`src/rtl/core_mem_net_iface_pkg.sv`:
```
`default_nettype none
// +------------------------------------------------------------------+
// | core_mem_net_iface_pkg : flit format and FSM states shared by     |
// | the core network interface.  Rev 1.0                              |
// +------------------------------------------------------------------+
package core_mem_net_iface_pkg;

    localparam int PKG_ADDR_WIDTH = 32;
    localparam int PKG_FLIT_SIZE  = 64;
    localparam int PKG_WIDE_WIDTH = 256;
    localparam int FLITS_PER_WIDE = PKG_WIDE_WIDTH / PKG_FLIT_SIZE;
    localparam int SRC_W          = 4;
    localparam int PSIZE_W        = 8;

    typedef struct packed {
        logic [PKG_FLIT_SIZE-1:0]  data;
        logic [PKG_ADDR_WIDTH-1:0] addr;
        logic                      is_read;
        logic                      is_wide;
        logic [1:0]                transfer_type;
        logic [PSIZE_W-1:0]        payload_size;
        logic                      ipriority;
        logic [SRC_W-1:0]          src_core;
        logic                      last_flit;
    } generic_flit_t;

    typedef enum logic [0:0] {
        TX_IDLE = 1'b0,
        TX_SEND = 1'b1
    } tx_state_t;

    typedef enum logic [0:0] {
        RX_COLLECT = 1'b0,
        RX_HOLD    = 1'b1
    } rx_state_t;

endpackage
`default_nettype wire

```
`src/rtl/core_mem_net_iface_flit_reassembler.sv`:
```
`default_nettype none
// +------------------------------------------------------------------+
// | core_mem_net_iface_flit_reassembler : collects response flits    |
// | into one wide word, drops foreign-source flits.  Rev 1.0          |
// +------------------------------------------------------------------+
module core_mem_net_iface_flit_reassembler
    import core_mem_net_iface_pkg::*;
#(
    parameter int CORE_ID    = 0,
    parameter int WIDE_WIDTH = 256,
    parameter int FLIT_SIZE  = 64
) (
    input  logic                  clk,
    input  logic                  rst,
    input  generic_flit_t         rx_flit,
    input  logic                  rx_req,
    output logic                  rx_ack,
    output logic                  resp_valid,
    input  logic                  resp_ready,
    output logic [WIDE_WIDTH-1:0] resp_data,
    output logic                  resp_is_wide,
    output logic                  drop_pulse,
    output logic                  resp_fire
);

    localparam int FPW   = WIDE_WIDTH / FLIT_SIZE;
    localparam int IDX_W = (FPW > 1) ? $clog2(FPW) : 1;
    localparam logic [IDX_W-1:0] LAST_IDX = IDX_W'(FPW - 1);
    localparam logic [SRC_W-1:0] C_CORE   = SRC_W'(CORE_ID);

    rx_state_t             state_q;
    logic [IDX_W-1:0]      idx_q;
    logic [WIDE_WIDTH-1:0] buf_q;
    logic                  wide_q;
    logic                  drop_q;

    logic w_take;
    logic w_own;
    logic w_unused;

    assign rx_ack       = !rst && (state_q == RX_COLLECT);
    assign w_take       = rx_req && rx_ack;
    assign w_own        = (rx_flit.src_core == C_CORE);
    assign resp_valid   = (state_q == RX_HOLD);
    assign resp_data    = buf_q;
    assign resp_is_wide = wide_q;
    assign drop_pulse   = drop_q;
    assign resp_fire    = resp_valid && resp_ready && !rst;
    assign w_unused     = ^{rx_flit.addr, rx_flit.is_read, rx_flit.transfer_type,
                            rx_flit.payload_size, rx_flit.ipriority};

    always_ff @(posedge clk) begin
        if (rst) begin
            state_q <= RX_COLLECT;
            idx_q   <= '0;
            buf_q   <= '0;
            wide_q  <= 1'b0;
            drop_q  <= 1'b0;
        end else begin
            drop_q <= 1'b0;
            case (state_q)
                RX_COLLECT: begin
                    if (w_take) begin
                        if (!w_own) begin
                            drop_q <= 1'b1;
                        end else begin
                            buf_q[int'(idx_q)*FLIT_SIZE +: FLIT_SIZE] <= FLIT_SIZE'(rx_flit.data);
                            idx_q  <= idx_q + 1'b1;
                            wide_q <= rx_flit.is_wide;
                            // A full buffer also closes the word even without last_flit.
                            if (rx_flit.last_flit || (idx_q == LAST_IDX)) begin
                                state_q <= RX_HOLD;
                            end
                        end
                    end
                end
                RX_HOLD: begin
                    if (resp_ready) begin
                        buf_q   <= '0;
                        idx_q   <= '0;
                        wide_q  <= 1'b0;
                        state_q <= RX_COLLECT;
                    end
                end
                default: state_q <= RX_COLLECT;
            endcase
        end
    end

endmodule
`default_nettype wire

```
`src/rtl/core_mem_net_iface.sv`:
```
`default_nettype none
// +------------------------------------------------------------------+
// | core_mem_net_iface : packetizes core memory requests into flits   |
// | and returns reassembled responses; caps reads in flight. Rev 1.0  |
// +------------------------------------------------------------------+
module core_mem_net_iface
    import core_mem_net_iface_pkg::*;
#(
    parameter int CORE_ID    = 0,
    parameter int ADDR_WIDTH = 32,
    parameter int WIDE_WIDTH = 256,
    parameter int FLIT_SIZE  = 64,
    parameter int MAX_OUT    = 4
) (
    input  logic                         clk,
    input  logic                         rst,
    input  logic                         srf_enable,
    input  logic                         req_valid,
    output logic                         req_ready,
    input  logic [ADDR_WIDTH-1:0]        req_addr,
    input  logic                         req_is_read,
    input  logic                         req_is_wide,
    input  logic [WIDE_WIDTH-1:0]        req_data,
    output generic_flit_t                tx_flit,
    output logic                         tx_req,
    input  logic                         tx_ack,
    input  generic_flit_t                rx_flit,
    input  logic                         rx_req,
    output logic                         rx_ack,
    output logic                         resp_valid,
    input  logic                         resp_ready,
    output logic [WIDE_WIDTH-1:0]        resp_data,
    output logic                         resp_is_wide,
    output logic [$clog2(MAX_OUT+1)-1:0] outstanding,
    output logic                         drop_pulse
);

    localparam int OUT_W = $clog2(MAX_OUT + 1);
    localparam int FPW   = WIDE_WIDTH / FLIT_SIZE;
    localparam int IDX_W = (FPW > 1) ? $clog2(FPW) : 1;
    localparam logic [IDX_W-1:0] LAST_IDX  = IDX_W'(FPW - 1);
    localparam logic [OUT_W-1:0] C_MAX_OUT = OUT_W'(MAX_OUT);

    tx_state_t             tx_state_q;
    logic [IDX_W-1:0]      k_q;
    logic [IDX_W-1:0]      last_k_q;
    logic [ADDR_WIDTH-1:0] addr_q;
    logic                  read_q;
    logic                  wide_q;
    logic [WIDE_WIDTH-1:0] data_q;
    logic [OUT_W-1:0]      outstanding_q;
    logic [OUT_W-1:0]      outstanding_d;

    logic w_accept;
    logic w_wide;
    logic w_resp_fire;

    assign req_ready   = !rst && (tx_state_q == TX_IDLE) && (outstanding_q < C_MAX_OUT);
    assign w_accept    = req_valid && req_ready;
    assign w_wide      = req_is_wide && srf_enable;
    assign tx_req      = (tx_state_q == TX_SEND);
    assign outstanding = outstanding_q;

    always_comb begin
        outstanding_d = outstanding_q;
        if (w_accept && req_is_read && !w_resp_fire) begin
            outstanding_d = outstanding_q + 1'b1;
        end else if (!(w_accept && req_is_read) && w_resp_fire && (outstanding_q != '0)) begin
            outstanding_d = outstanding_q - 1'b1;
        end
    end

    always_comb begin
        tx_flit = '0;
        if (tx_state_q == TX_SEND) begin
            tx_flit.data          = PKG_FLIT_SIZE'(data_q[int'(k_q)*FLIT_SIZE +: FLIT_SIZE]);
            tx_flit.addr          = PKG_ADDR_WIDTH'(addr_q);
            tx_flit.is_read       = read_q;
            tx_flit.is_wide       = wide_q;
            tx_flit.transfer_type = wide_q ? 2'd1 : 2'd0;
            tx_flit.payload_size  = wide_q ? PSIZE_W'(WIDE_WIDTH/8) : PSIZE_W'(FLIT_SIZE/8);
            tx_flit.ipriority     = wide_q;
            tx_flit.src_core      = SRC_W'(CORE_ID);
            tx_flit.last_flit     = (k_q == last_k_q);
        end
    end

    always_ff @(posedge clk) begin
        if (rst) begin
            tx_state_q    <= TX_IDLE;
            k_q           <= '0;
            last_k_q      <= '0;
            addr_q        <= '0;
            read_q        <= 1'b0;
            wide_q        <= 1'b0;
            data_q        <= '0;
            outstanding_q <= '0;
        end else begin
            outstanding_q <= outstanding_d;
            case (tx_state_q)
                TX_IDLE: begin
                    if (w_accept) begin
                        addr_q     <= req_addr;
                        read_q     <= req_is_read;
                        wide_q     <= w_wide;
                        data_q     <= req_data;
                        k_q        <= '0;
                        // Only wide stores carry a full line; reads and narrow stores are one flit.
                        last_k_q   <= (w_wide && !req_is_read) ? LAST_IDX : '0;
                        tx_state_q <= TX_SEND;
                    end
                end
                TX_SEND: begin
                    if (tx_ack) begin
                        if (k_q == last_k_q) begin
                            tx_state_q <= TX_IDLE;
                        end else begin
                            k_q <= k_q + 1'b1;
                        end
                    end
                end
                default: tx_state_q <= TX_IDLE;
            endcase
        end
    end

    core_mem_net_iface_flit_reassembler #(
        .CORE_ID    (CORE_ID),
        .WIDE_WIDTH (WIDE_WIDTH),
        .FLIT_SIZE  (FLIT_SIZE)
    ) u_reasm (
        .clk          (clk),
        .rst          (rst),
        .rx_flit      (rx_flit),
        .rx_req       (rx_req),
        .rx_ack       (rx_ack),
        .resp_valid   (resp_valid),
        .resp_ready   (resp_ready),
        .resp_data    (resp_data),
        .resp_is_wide (resp_is_wide),
        .drop_pulse   (drop_pulse),
        .resp_fire    (w_resp_fire)
    );

endmodule
`default_nettype wire

```
`config.mk`:
```
export PLATFORM = sky130hd
export DESIGN_NAME = core_mem_net_iface
export DESIGN_NICKNAME = d
export VERILOG_FILES = /design/src/rtl/core_mem_net_iface_pkg.sv /design/src/rtl/core_mem_net_iface_flit_reassembler.sv /design/src/rtl/core_mem_net_iface.sv
export SDC_FILE = /design/constraint.sdc
export NUM_CORES = 1
export LEC_CHECK = 0
export ABC_AREA = 1
export BUFFER_PORTS_ARGS = -buffer_cell sky130_fd_sc_hd__buf_2
export CORE_AREA = 2 2 306 308
export CTS_BUF_LIST = sky130_fd_sc_hd__clkbuf_16
export DETAILED_ROUTE_END_ITERATION = 16
export DIE_AREA = 0 0 308 310
export GPL_ROUTABILITY_DRIVEN = 0
export SLEW_MARGIN = 20
export SYNTH_ARGS = -nofsm -noshare
export SYNTH_HDL_FRONTEND = slang
export SYNTH_SLANG_ARGS = --single-unit
```
`constraint.sdc`:
```
create_clock -name clk -period 4.1 [get_ports clk]
set_input_delay 0.41 -clock clk [delete_from_list [all_inputs] [get_ports clk]]
set_output_delay 0.41 -clock clk [all_outputs]
set_load 0.005 [all_outputs]
```
# Word level (Yosys, flattened, before mapping)
# Index checks and enable logic that the tools add are counted.
[word_totals]
ff_bits = 559
inputBits = 411
out_inout_bits = 379
[op_classes]
add_sub_neg = 5
order_cmp = 1
eq_ne = 8
n_shift = 3
mux = 33
bitwise = 3
reduce_logical = 25
[ops]
columns = ["operator", "n"]
rows = [
  ["256-bit two-way mux", 3],
  ["256-bit case mux with 2 select lines", 1],
  ["256-bit bitwise mux", 1],
  ["64-bit by 33-bit variable shift with 256-bit output (first input constant)", 1],
  ["256-bit by 9-bit indexed part select with 64-bit output", 1],
  ["64-bit by 33-bit indexed part select with 256-bit output", 1],
  ["114-bit two-way mux", 1],
  ["8-bit negation with 33-bit output", 1],
  ["2-bit two-way mux", 7],
  ["1-bit logical AND", 13],
  ["1-bit two-way mux", 12],
  ["2-bit inequality test (second input constant)", 4],
  ["2-bit case mux with 2 select lines", 2],
  ["3-bit two-way mux", 2],
  ["6-bit two-way mux", 1],
  ["1-bit case mux with 2 select lines", 3],
  ["3-bit AND reduction", 2],
  ["2-bit by 1-bit adder with 2-bit output (second input constant)", 2],
  ["1-bit zero test", 4],
  ["4-bit zero test", 1],
  ["2-bit by 1-bit inequality test with 1-bit output (second input constant)", 2],
  ["3-bit by 1-bit adder with 3-bit output (second input constant)", 1],
  ["3-bit < comparator (second input constant)", 1],
  ["1-bit NOT", 3],
  ["other kinds (8)", 8],
]

# Logic depth before layout (Yosys ltp)
# Gate-level depths: netlist (run 1).
[logic_depth]
word_depth = 10
mapped_depth = 10

# Hierarchy
# From an unflattened synthesis (run 1), not the netlist that was laid out.
[hier_totals]
hier_cells = 4011
area_unflattened_um2 = 25862.3
[by_module_without_submodules]
columns = ["mod", "n_inst", "cells_per_inst", "area_per_inst_um2", "seq_area_each_um2"]
rows = [
  ["core_mem_net_iface_flit_reassembler", 1, 2104, 13027.5, 5225.0],
  ["core_mem_net_iface", 1, 1907, 12834.8, 5945.7],
]

# Least setup slack after synthesis (run 1)
# OpenSTA, ideal clock, no wires.
[synth_path]
path_type = "reg-to-reg"
startpoint = "reg u_reasm.idx_q[0]"
endpoint = "reg u_reasm.buf_q[148] (netlist: u_reasm.resp_data[148])"
setup_ns = 0.070
arrival_ns = 1.866
t_required_ns = 4.030
slack_ns = 2.163
stages_incl_launch_ff = 10
path_cell_list = "dfxtp_1 > inv_1 > ha_1 > clkbuf_1 > nand2_1 > nor3_1 > buf_2 > buf_2 > nand3_1 > a21oi_1"
[synth_between]
elab_chain_cells = 6
[synth_rtl]
columns = ["element", "line_no", "source"]
rows = [
  ["start, declared", "core_mem_net_iface_flit_reassembler.sv:32", "logic [IDX_W-1:0] idx_q;"],
  ["start signal, assigned", "core_mem_net_iface_flit_reassembler.sv:68", "idx_q <= idx_q + 1'b1;"],
  ["8-bit negation with 33-bit output *", "core_mem_net_iface_flit_reassembler.sv:67", "buf_q[int'(idx_q)*FLIT_SIZE +: FLIT_SIZE] <= FLIT_SIZE'(rx_flit.data);"],
  ["64-bit by 33-bit indexed part select with 256-bit output or 64-bit by 33-bit variable shift with 256-bit output (tied branches)", "core_mem_net_iface_flit_reassembler.sv:67", ""],
  ["256-bit bitwise mux *", "core_mem_net_iface_flit_reassembler.sv:67", ""],
  ["256-bit two-way mux *", "core_mem_net_iface_flit_reassembler.sv:64", "if (!w_own) begin"],
  ["256-bit two-way mux *", "core_mem_net_iface_flit_reassembler.sv:63", "if (w_take) begin"],
  ["256-bit case mux with 2 select lines *", "core_mem_net_iface_flit_reassembler.sv:61", "case (state_q)"],
  ["end signal, assigned by index", "core_mem_net_iface_flit_reassembler.sv:67", ""],
  ["end, declared", "core_mem_net_iface_flit_reassembler.sv:33", "logic [WIDE_WIDTH-1:0] buf_q;"],
]
# Mark *: on every way between the ends. The rest lies on a longest branch, timed or not. The select of a mux whose other input is x is not followed.
# A chain may end at the register's enable or synchronous reset.

==> results.json, run 1 <==
{
  "outcome": "finished clean",
  "clk_latency_ns": 0.64,
  "antenna_found_initial": 12,
  "yosysWarnings": 0,
  "synthesis.area_sq_um": 23600,
  "final_cell_area_sq_um": 33100,
  "synth_top_area_share_pct": 47.3,
  "io_buffer_count": 734,
  "fillerInstances": 9795,
  "cts_max_level": 3,
  "worst_path_largest_cell_delay_ns": 0.61,
  "fin_crit_sh_pct": 76.8,
  "netlist.top_cell.by_area": "dfxtp_1",
  "max_freq_ghz": 0.318,
  "finClkSkew_ns": 0.0277,
  "cts_resized": 0,
  "crit_type": "reg2out",
  "worstMarginPinSlew_ns": 1.23,
  "startpoint_type": "register",
  "leakage_nw": 16.5,
  "cp-end-kind": "output port",
  "peakVddDrop_v": 0.000293,
  "grt_use_total_pct": 19.6,
  "pin_count": 790,
  "area_growth_pct": 40.4,
  "cts_buffer_depth": 3,
  "cts_sinks": 558,
  "min_period_ns": 3.15,
  "tritoncts": "done",
  "postCtsHoldBufs": 283,
  "ys.flop_type": "dfxtp_1",
  "synth_edf_count": 0,
  "ys_async_sr_fraction_pct": 0,
  "postSynthAreaPerCell_sq_um": 6.74,
  "synth_cell_types": 25,
  "path_clk_slew_ns": 0.06,
  "dp_hpwl_um": 64900,
  "crit_slowest_cell": "inv_2",
  "total_power_w": 0.0127,
  "wl_per_cell_um": 17.7,
  "grt_pass1_vias": 25300,
  "die-area_sq_um": 95500,
  "ys_seq_area_share_pct": 47.3,
  "post_cts_buffers": 0,
  "maxCapViolCount": 0,
  "layoutNonFillerInstCount": 5627,
  "grt-ovfl-total": 0,
  "hp-class": "in2reg",
  "grt_max_degree": 213,
  "grt_pass1_wl_um": 147000,
  "first_iter_violations": 2452,
  "rsz0062_at_grt": "no",
  "wirelength_um": 99600,
  "fp.dieW_um": 308,
  "dr.pass1.iters": 5,
  "layout.nets": 4789,
  "power.density_nw_per_um2": 384,
  "cts_made_buffers": 68,
  "finalSetupViolCount": 0,
  "cp.arrival_ns": 2.74,
  "netlist_instances": 3503,
  "core_area_sq_um": 92500,
  "path_cells": "inv_2 > buf_4 > nor2_1 > o21ai_0 > a21oi_1 > buf_2",
  "viasPerCell": 4.74,
  "drive_gt1_share_pct": 20.6,
  "vias": 26600,
  "final_antenna_net_count": 0,
  "hold_viol": 0,
  "initial_utilization_pct": 25.5,
  "cp.required_ns": 3.69,
  "drc_errors": 0,
  "slew_headroom_pct": 18.0,
  "ys_ff_latch": 558,
  "multi_input_area_sq_um": 10800,
  "setup_tns_ns": 0,
  "seq_area_sq_um": 11200,
  "die_h_um": 310,
  "synth_area_leaders": "dfxtp_1, nor2_1, nand2_1, nand3_1, o21ai_0",
  "root_buffer": "clkbuf_16",
  "row_count": 112,
  "finalMaxSlewViolations": 0,
  "cp_max_fo": 34,
  "place_inst": 5216,
  "place_area_sq_um": 28200
}
==> critical path, delay by kind of cell, from the launching register on <==
kind / cells / cell delay, ns
AO/OA/AOI/OAI: 2 / 0.33
buffers and inverters: 3 / 1.31
flip-flops: 1 / 0.37
AND/OR/NAND/NOR: 1 / 0.09
==> cells in the final DEF, fill, tap and decap left out, types with 2 or more instances in the layout <==
master         synthesis  layout
inv_6                  0       2
buf_4                 19      54
o21ai_0              290     290
clkbuf_16              0      69
inv_1                118     132
dfxtp_1              558     554
clkinv_1               1      16
inv_8                  0       3
inv_2                  3       2
clkinv_2               0       9
inv_16                 0       2
buf_12                 0       8
dfxtp_2                0       2
nand3_1              432     430
buf_2                 44     733
dfxtp_4                0       2
ha_1                   5       4
nor3_1                 9       8
nor2_2                 2       2
nand2_1              703     700
nand4_1                3       3
o21ai_1               34      34
a21oi_1              142     142
nand2_2                3       6
conb_1                 1      11
diode_2                0       7
dlygate4sd3_1          0     283
a21oi_4                2       3
nor2_1               904     904
clkinvlp_4             0       5
==> worst paths after layout <==
kind,from,end,slack (ns),cells past startpoint
setup / recovery,k_q[1],tx_flit[112],0.95,6
hold / removal,req_data[58],data_q[58],0.05,3
setup reg to reg,u_reasm.idx_q[0],u_reasm.resp_data[244],1.32,7
hold reg to reg,data_q[96],data_q[96],0.46,2
==> cell type report <==
cell class                      count  share of cell area [%]
Multi-Input combinational cell   2544                    32.7
Sequential cell                   558                    33.7
Clock buffer                       69                    5.21
Tap cell                         1197                    4.52
Inverter                          122                    1.43
Antenna cell                        7                  0.0529
Timing Repair Buffer             1078                    21.3
Clock inverter                     52                    1.02
==> cells by family (layout without fill, tap and decap cells) <==
| logic type | Yosys count | after routing | synth area share (%) |
|---|---|---|---|
| other | 1 | 18 | 0.0159 |
| adder cells (fa/ha/maj) | 6 | 6 | 0.350 |
| flip-flops | 558 | 558 | 47.3 |
| AND/OR/NAND/NOR | 2057 | 2057 | 35.1 |
| AO/OA/AOI/OAI | 470 | 470 | 10.1 |
| buffers and inverters | 411 | 1321 | 7.07 |
==> flip-flops by register name (all words and copies together) (netlist names) <==
name and count:
addr_q 32, data_q 256, k_q 2, last_k_q 1, outstanding 3, read_q 1
tx_req 1, u_reasm.drop_pulse 1, u_reasm.idx_q 2, u_reasm.resp_data 256, u_reasm.resp_is_wide 1, u_reasm.resp_valid 1
wide_q 1
==> metrics by stage <==
stage	util (%)	setup WS [ns]	hold slack [ns]
after floorplan	-	2.16	0.440
after global placement	30.5	1.40	0.448
after detailed placement	30.5	1.40	0.454
after CTS	35.8	0.896	0.00406
after global routing	35.8	0.769	0.0130
final	35.8	0.951	0.0539
==> per-layer routing <==
metal | vias to the layer above | routed length (um) | track usage, %
li1 | 12900 | - | -
met2 | 1159 | 44400 | 31.2
met3 | 241 | 9190 | 6.25
met1 | 12400 | 41700 | 24.3
met5 | - | 36 | 0
met4 | 6 | 4260 | 8.81
==> cell usage after synthesis (5+ instances only) <==
cell type and count:
o21ai_0 290, buf_4 19, buf_1 24, a21oi_1 142, nand3_1 432, nor3_1 9
clkbuf_1 202, ha_1 5, o21ai_1 34, buf_2 44, inv_1 118, dfxtp_1 558
nor2_1 904, nand2_1 703
==> where the power goes <==
part	internal, W	switching [W]	total, W
clock	0.00315	0.00254	0.00569
combinational	0.000537	0.000690	0.00123
sequential	0.00567	0.000124	0.00580
(Power assumes the default switching activity.)
==> run 2: changes to the inputs <==
==> constraint.sdc (replaced) <==
create_clock -name clk -period 2.85 [get_ports clk]
set_input_delay 0.285 -clock clk [delete_from_list [all_inputs] [get_ports clk]]
set_output_delay 0.285 -clock clk [all_outputs]
set_load 0.005 [all_outputs]
==> results.json, run 2 (synthesis gave the netlist of run 1 again) <==
{
  "outcome": "finished clean",
  "antenna_found_initial": 7,
  "cp.arrival_ns": 2.37,
  "power.density_nw_per_um2": 542,
  "cp_max_fo": 68,
  "slew_headroom_pct": 37.2,
  "final_antenna_net_count": 0,
  "die-area_sq_um": 95500,
  "worstMarginPinSlew_ns": 0.940,
  "dr.pass1.iters": 6,
  "io_buffer_count": 734,
  "vias": 26800,
  "layout_commonest_cell": "nor2_1",
  "die_h_um": 310,
  "tritoncts": "done",
  "dp_hpwl_um": 66800,
  "grt_max_degree": 154,
  "wl_per_cell_um": 17.8,
  "first_iter_violations": 1960,
  "drive_gt1_share_pct": 20.7,
  "leakage_nw": 16.8,
  "layout.nets": 4836,
  "cp.required_ns": 2.57,
  "grt_pass1_wl_um": 150000,
  "drc_errors": 0,
  "grt-ovfl-total": 0,
  "core_area_sq_um": 92500,
  "max_freq_ghz": 0.377,
  "min_period_ns": 2.65,
  "finClkSkew_ns": 0.0222,
  "hp-class": "in2reg",
  "crit_type": "reg2out",
  "cts_buffer_depth": 3,
  "final_cell_mix": "nor2_1, buf_2, nand2_1",
  "cts_max_level": 3,
  "initial_utilization_pct": 25.5,
  "grtUsageMet2_pct": 32.0,
  "cts_sinks": 558,
  "dpl_worst_slack_ns": 0.448,
  "hold_viol": 0,
  "area_growth_pct": 42.8,
  "grt_busiest_layer": "met2",
  "fillerInstances": 9807,
  "cp-end-kind": "output port",
  "place_area_sq_um": 28500,
  "grt_use_total_pct": 20.0,
  "grt_pass1_vias": 25400,
  "viasPerCell": 4.73,
  "peakVddDrop_v": 0.000368,
  "clk_latency_ns": 0.62,
  "final_cell_area_sq_um": 33700,
  "row_count": 112,
  "startpoint_type": "register",
  "root_buffer": "clkbuf_16",
  "fin_crit_sh_pct": 93.2,
  "finalSetupViolCount": 0,
  "grt_use_met3_pct": 5.95,
  "path_clk_slew_ns": 0.05,
  "setup_tns_ns": 0,
  "finalMaxSlewViolations": 0,
  "utilization_pct": 36.4,
  "pin_count": 790,
  "use_met1_pct": 25.0,
  "wirelength_um": 101000,
  "maxCapViolCount": 0,
  "fp.dieW_um": 308,
  "cts_made_buffers": 68,
  "rsz0062_at_grt": "no",
  "setup_ws_ns": 0.195
}
==> run 2: final timing paths <==
check                     start                      to  slack [ns]  cells past startpoint
min reg2reg         data_q[197]             data_q[197]        0.46                      2
min                   req_valid                  read_q        0.06                      3
max reg2reg  u_reasm.resp_valid  u_reasm.resp_data[206]        0.41                      7
max                      k_q[0]             tx_flit[52]        0.20                      7
==> run 2: area by class of cell <==
cell class / count / area [sq um] / share of cell area [%]
Inverter: 122 / 475 / 1.41
Tap cell: 1197 / 1500 / 4.44
Clock inverter: 49 / 273 / 0.809
Antenna cell: 7 / 17.5 / 0.0520
Multi-Input combinational cell: 2544 / 10800 / 32.2
Timing Repair Buffer: 1125 / 7660 / 22.7
Clock buffer: 70 / 1750 / 5.20
Sequential cell: 558 / 11200 / 33.2
==> run 2: critical path, cell delays in order, from the launching register on <==
cell and delay (ns):
dfxtp_4 0.36, buf_12 0.27, buf_16 0.28, nor2_1 0.08, nor2_1 0.10, o21ai_0 0.22
a21oi_1 0.22, buf_2 0.14
==> run 2: metal layers <==
| metal | wire [um] | vias up |
|---|---|---|
| met5 | 22 | - |
| met4 | 4040 | 4 |
| met3 | 9090 | 218 |
| met2 | 45600 | 1123 |
| met1 | 42500 | 12500 |
| li1 | - | 13000 |
==> run 2: where the power goes <==
| part | internal (W) | total, W | switching, W |
|---|---|---|---|
| logic | 0.000821 | 0.00183 | 0.00101 |
| clock network | 0.00454 | 0.00809 | 0.00355 |
| registers | 0.00816 | 0.00834 | 0.000182 |
==> run 2: repair_timing <==
action,CTS,global route
setup endpoints to repair,0,2
hold buffers,312,0
hold endpoints to repair,316,0
gates resized for setup,0,3
buffers inserted,0,0
==> run 2: per-stage QoR <==
step	cells	hold WS, ns	power (W)
finish	5672	0.0607	0.0183
global route	5668	0.0524	0.0190
CTS	5664	0.00190	0.0185
detailed placement	5233	0.454	0.00997
global placement	5233	0.449	0.00994
floorplan	3513	0.395	0.00926
==> run 3: changes to the inputs <==
--- a/config.mk
+++ b/config.mk
@@ -12,6 +12,7 @@
 export DETAILED_ROUTE_END_ITERATION = 16
 export DIE_AREA = 0 0 308 310
 export GPL_ROUTABILITY_DRIVEN = 0
+export PLACE_DENSITY = 0.49
 export SLEW_MARGIN = 20
 export SYNTH_ARGS = -nofsm -noshare
 export SYNTH_HDL_FRONTEND = slang
==> results.json, run 3 (synthesis gave the netlist of run 1 again) <==
{
  "cts_sinks": 558,
  "core_area_sq_um": 92500,
  "area_growth_pct": 43.4,
  "worst_hold_slack_ns": 0.0445,
  "cp-end-kind": "output port",
  "leakage_nw": 16.9,
  "antenna_found_initial": 15,
  "root_buffer": "clkbuf_16",
  "clk_latency_ns": 0.62,
  "path_cells": "buf_12 > nor2_1 > nor2_1 > o21ai_0 > a21oi_1 > buf_2",
  "hp-class": "in2reg",
  "worstMarginPinSlew_ns": 0.986,
  "dp_hpwl_um": 71200,
  "drc_errors": 0,
  "worst_path_largest_cell_delay_ns": 0.53,
  "pin_count": 790,
  "die_h_um": 310,
  "timing.rr.start": "outstanding[2]",
  "startpoint_type": "register",
  "die-area_sq_um": 95500,
  "row_count": 112,
  "crit_type": "reg2out",
  "setup_ws_ns": 0.164,
  "setup_tns_ns": 0,
  "fillerInstances": 9978,
  "finalMaxSlewViolations": 0,
  "cts_buffer_depth": 3,
  "crit_slowest_cell": "dfxtp_4",
  "hold_viol": 0,
  "tritoncts": "done",
  "grt_use_total_pct": 21.0,
  "drive_gt1_share_pct": 21.1,
  "grt_pass1_wl_um": 155000,
  "hold_start": "rx_flit[112]",
  "path_clk_slew_ns": 0.06,
  "max_freq_ghz": 0.372,
  "vias": 26400,
  "initial_utilization_pct": 25.5,
  "finalSetupViolCount": 0,
  "cts_made_buffers": 71,
  "maxCapViolCount": 0,
  "slew_headroom_pct": 34.2,
  "grt-ovfl-total": 0,
  "startpoint": "k_q[0]",
  "first_iter_violations": 2111,
  "wl_per_cell_um": 18.7,
  "outcome": "finished clean",
  "final_antenna_net_count": 0,
  "dpl_worst_slack_ns": 0.220,
  "fp.dieW_um": 308,
  "cpMostUsedCell": "nor2_1",
  "layout.nets": 4837,
  "layoutNonFillerInstCount": 5676,
  "io_buffer_count": 734,
  "wirelength_um": 106000,
  "dr.pass1.iters": 5,
  "cts_max_level": 3,
  "cp.required_ns": 2.57,
  "rsz0062_at_grt": "no",
  "place_inst": 5235,
  "fin_crit_sh_pct": 94.2,
  "post_cts_buffers": 0,
  "layout_commonest_cell": "nor2_1",
  "utilization_pct": 36.6,
  "grt_max_degree": 156,
  "finClkSkew_ns": 0.0239,
  "cp.arrival_ns": 2.40,
  "power.density_nw_per_um2": 553,
  "grt_pass1_vias": 25200,
  "viasPerCell": 4.66,
  "final_cell_mix": "nor2_1, buf_2, nand2_1",
  "min_period_ns": 2.69,
  "peakVddDrop_v": 0.000382,
  "cp_max_fo": 66
}
-- run 3: changes by cell type in the layout (fill, tap and decap cells not counted), moves of 2 or more --
| cell | before | now |
|---|---|---|
| inv_1 | 139 | 128 |
| clkinv_2 | 8 | 15 |
| clkbuf_16 | 70 | 75 |
| clkinvlp_4 | 0 | 5 |
| dlygate4sd3_1 | 312 | 308 |
| buf_12 | 18 | 21 |
| inv_6 | 5 | 3 |
-- run 3: layout make-up --
class,instances,area [sq um],share of cell area (%)
tap,1197,1500,4.43
inverter,122,478,1.41
clock buffer,75,1880,5.55
antenna,8,20.0,0.0591
multi-input combinational,2544,10800,32.0
clock inverter,49,288,0.850
timing repair buffer,1123,7660,22.6
sequential,558,11200,33.0
-- run 3: per-layer routing --
layer | global-route usage, % | share of wire (%) | wire length (um) | vias up
met4 | 9.48 | 4.0 | 4260 | 12
met1 | 26.3 | 42 | 44800 | 12300
met3 | 6.38 | 8.5 | 9000 | 212
met5 | 0 | 0.074 | 78 | -
met2 | 33.3 | 45 | 47900 | 960
li1 | - | - | - | 13000
-- run 3: worst max-delay path: cells and delay by family, from the launching register on --
family	cells	cell delay [ns]
flops	1	0.53
simple gates	2	0.19
buf+inv	2	0.48
compound gates	2	0.48
-- run 3: per-stage QoR --
stage | area, sq um | power (W)
after floorplan | 23600 | 0.00926
after global placement | 28500 | 0.00997
after detailed placement | 28600 | 0.00998
after CTS | 33800 | 0.0189
after global routing | 33800 | 0.0195
final | 33800 | 0.0187
-- run 3: power breakdown --
part           switching (W)  internal [W]  leakage (nW)
combinational        0.00101      0.000820          11.2
clock                0.00371       0.00485          1.11
sequential          0.000174       0.00816          4.56
total                0.00490        0.0138          16.9
-- run 3: path summary, 6_finish.rpt --
| path | end | slack (ns) | depth (start not counted) |
|---|---|---|---|
| max | tx_flit[56] | 0.16 | 6 |
| min | u_reasm.resp_data[190] | 0.04 | 5 |
| max reg2reg | outstanding[2] | 0.40 | 9 |
| min reg2reg | data_q[123] | 0.46 | 2 |
-- run 3: timing repair --
item,CTS,global route
endpoints found under the hold margin,305,0
gates resized for setup,1,2
endpoints found under the setup margin,1,8
hold buffers,308,0
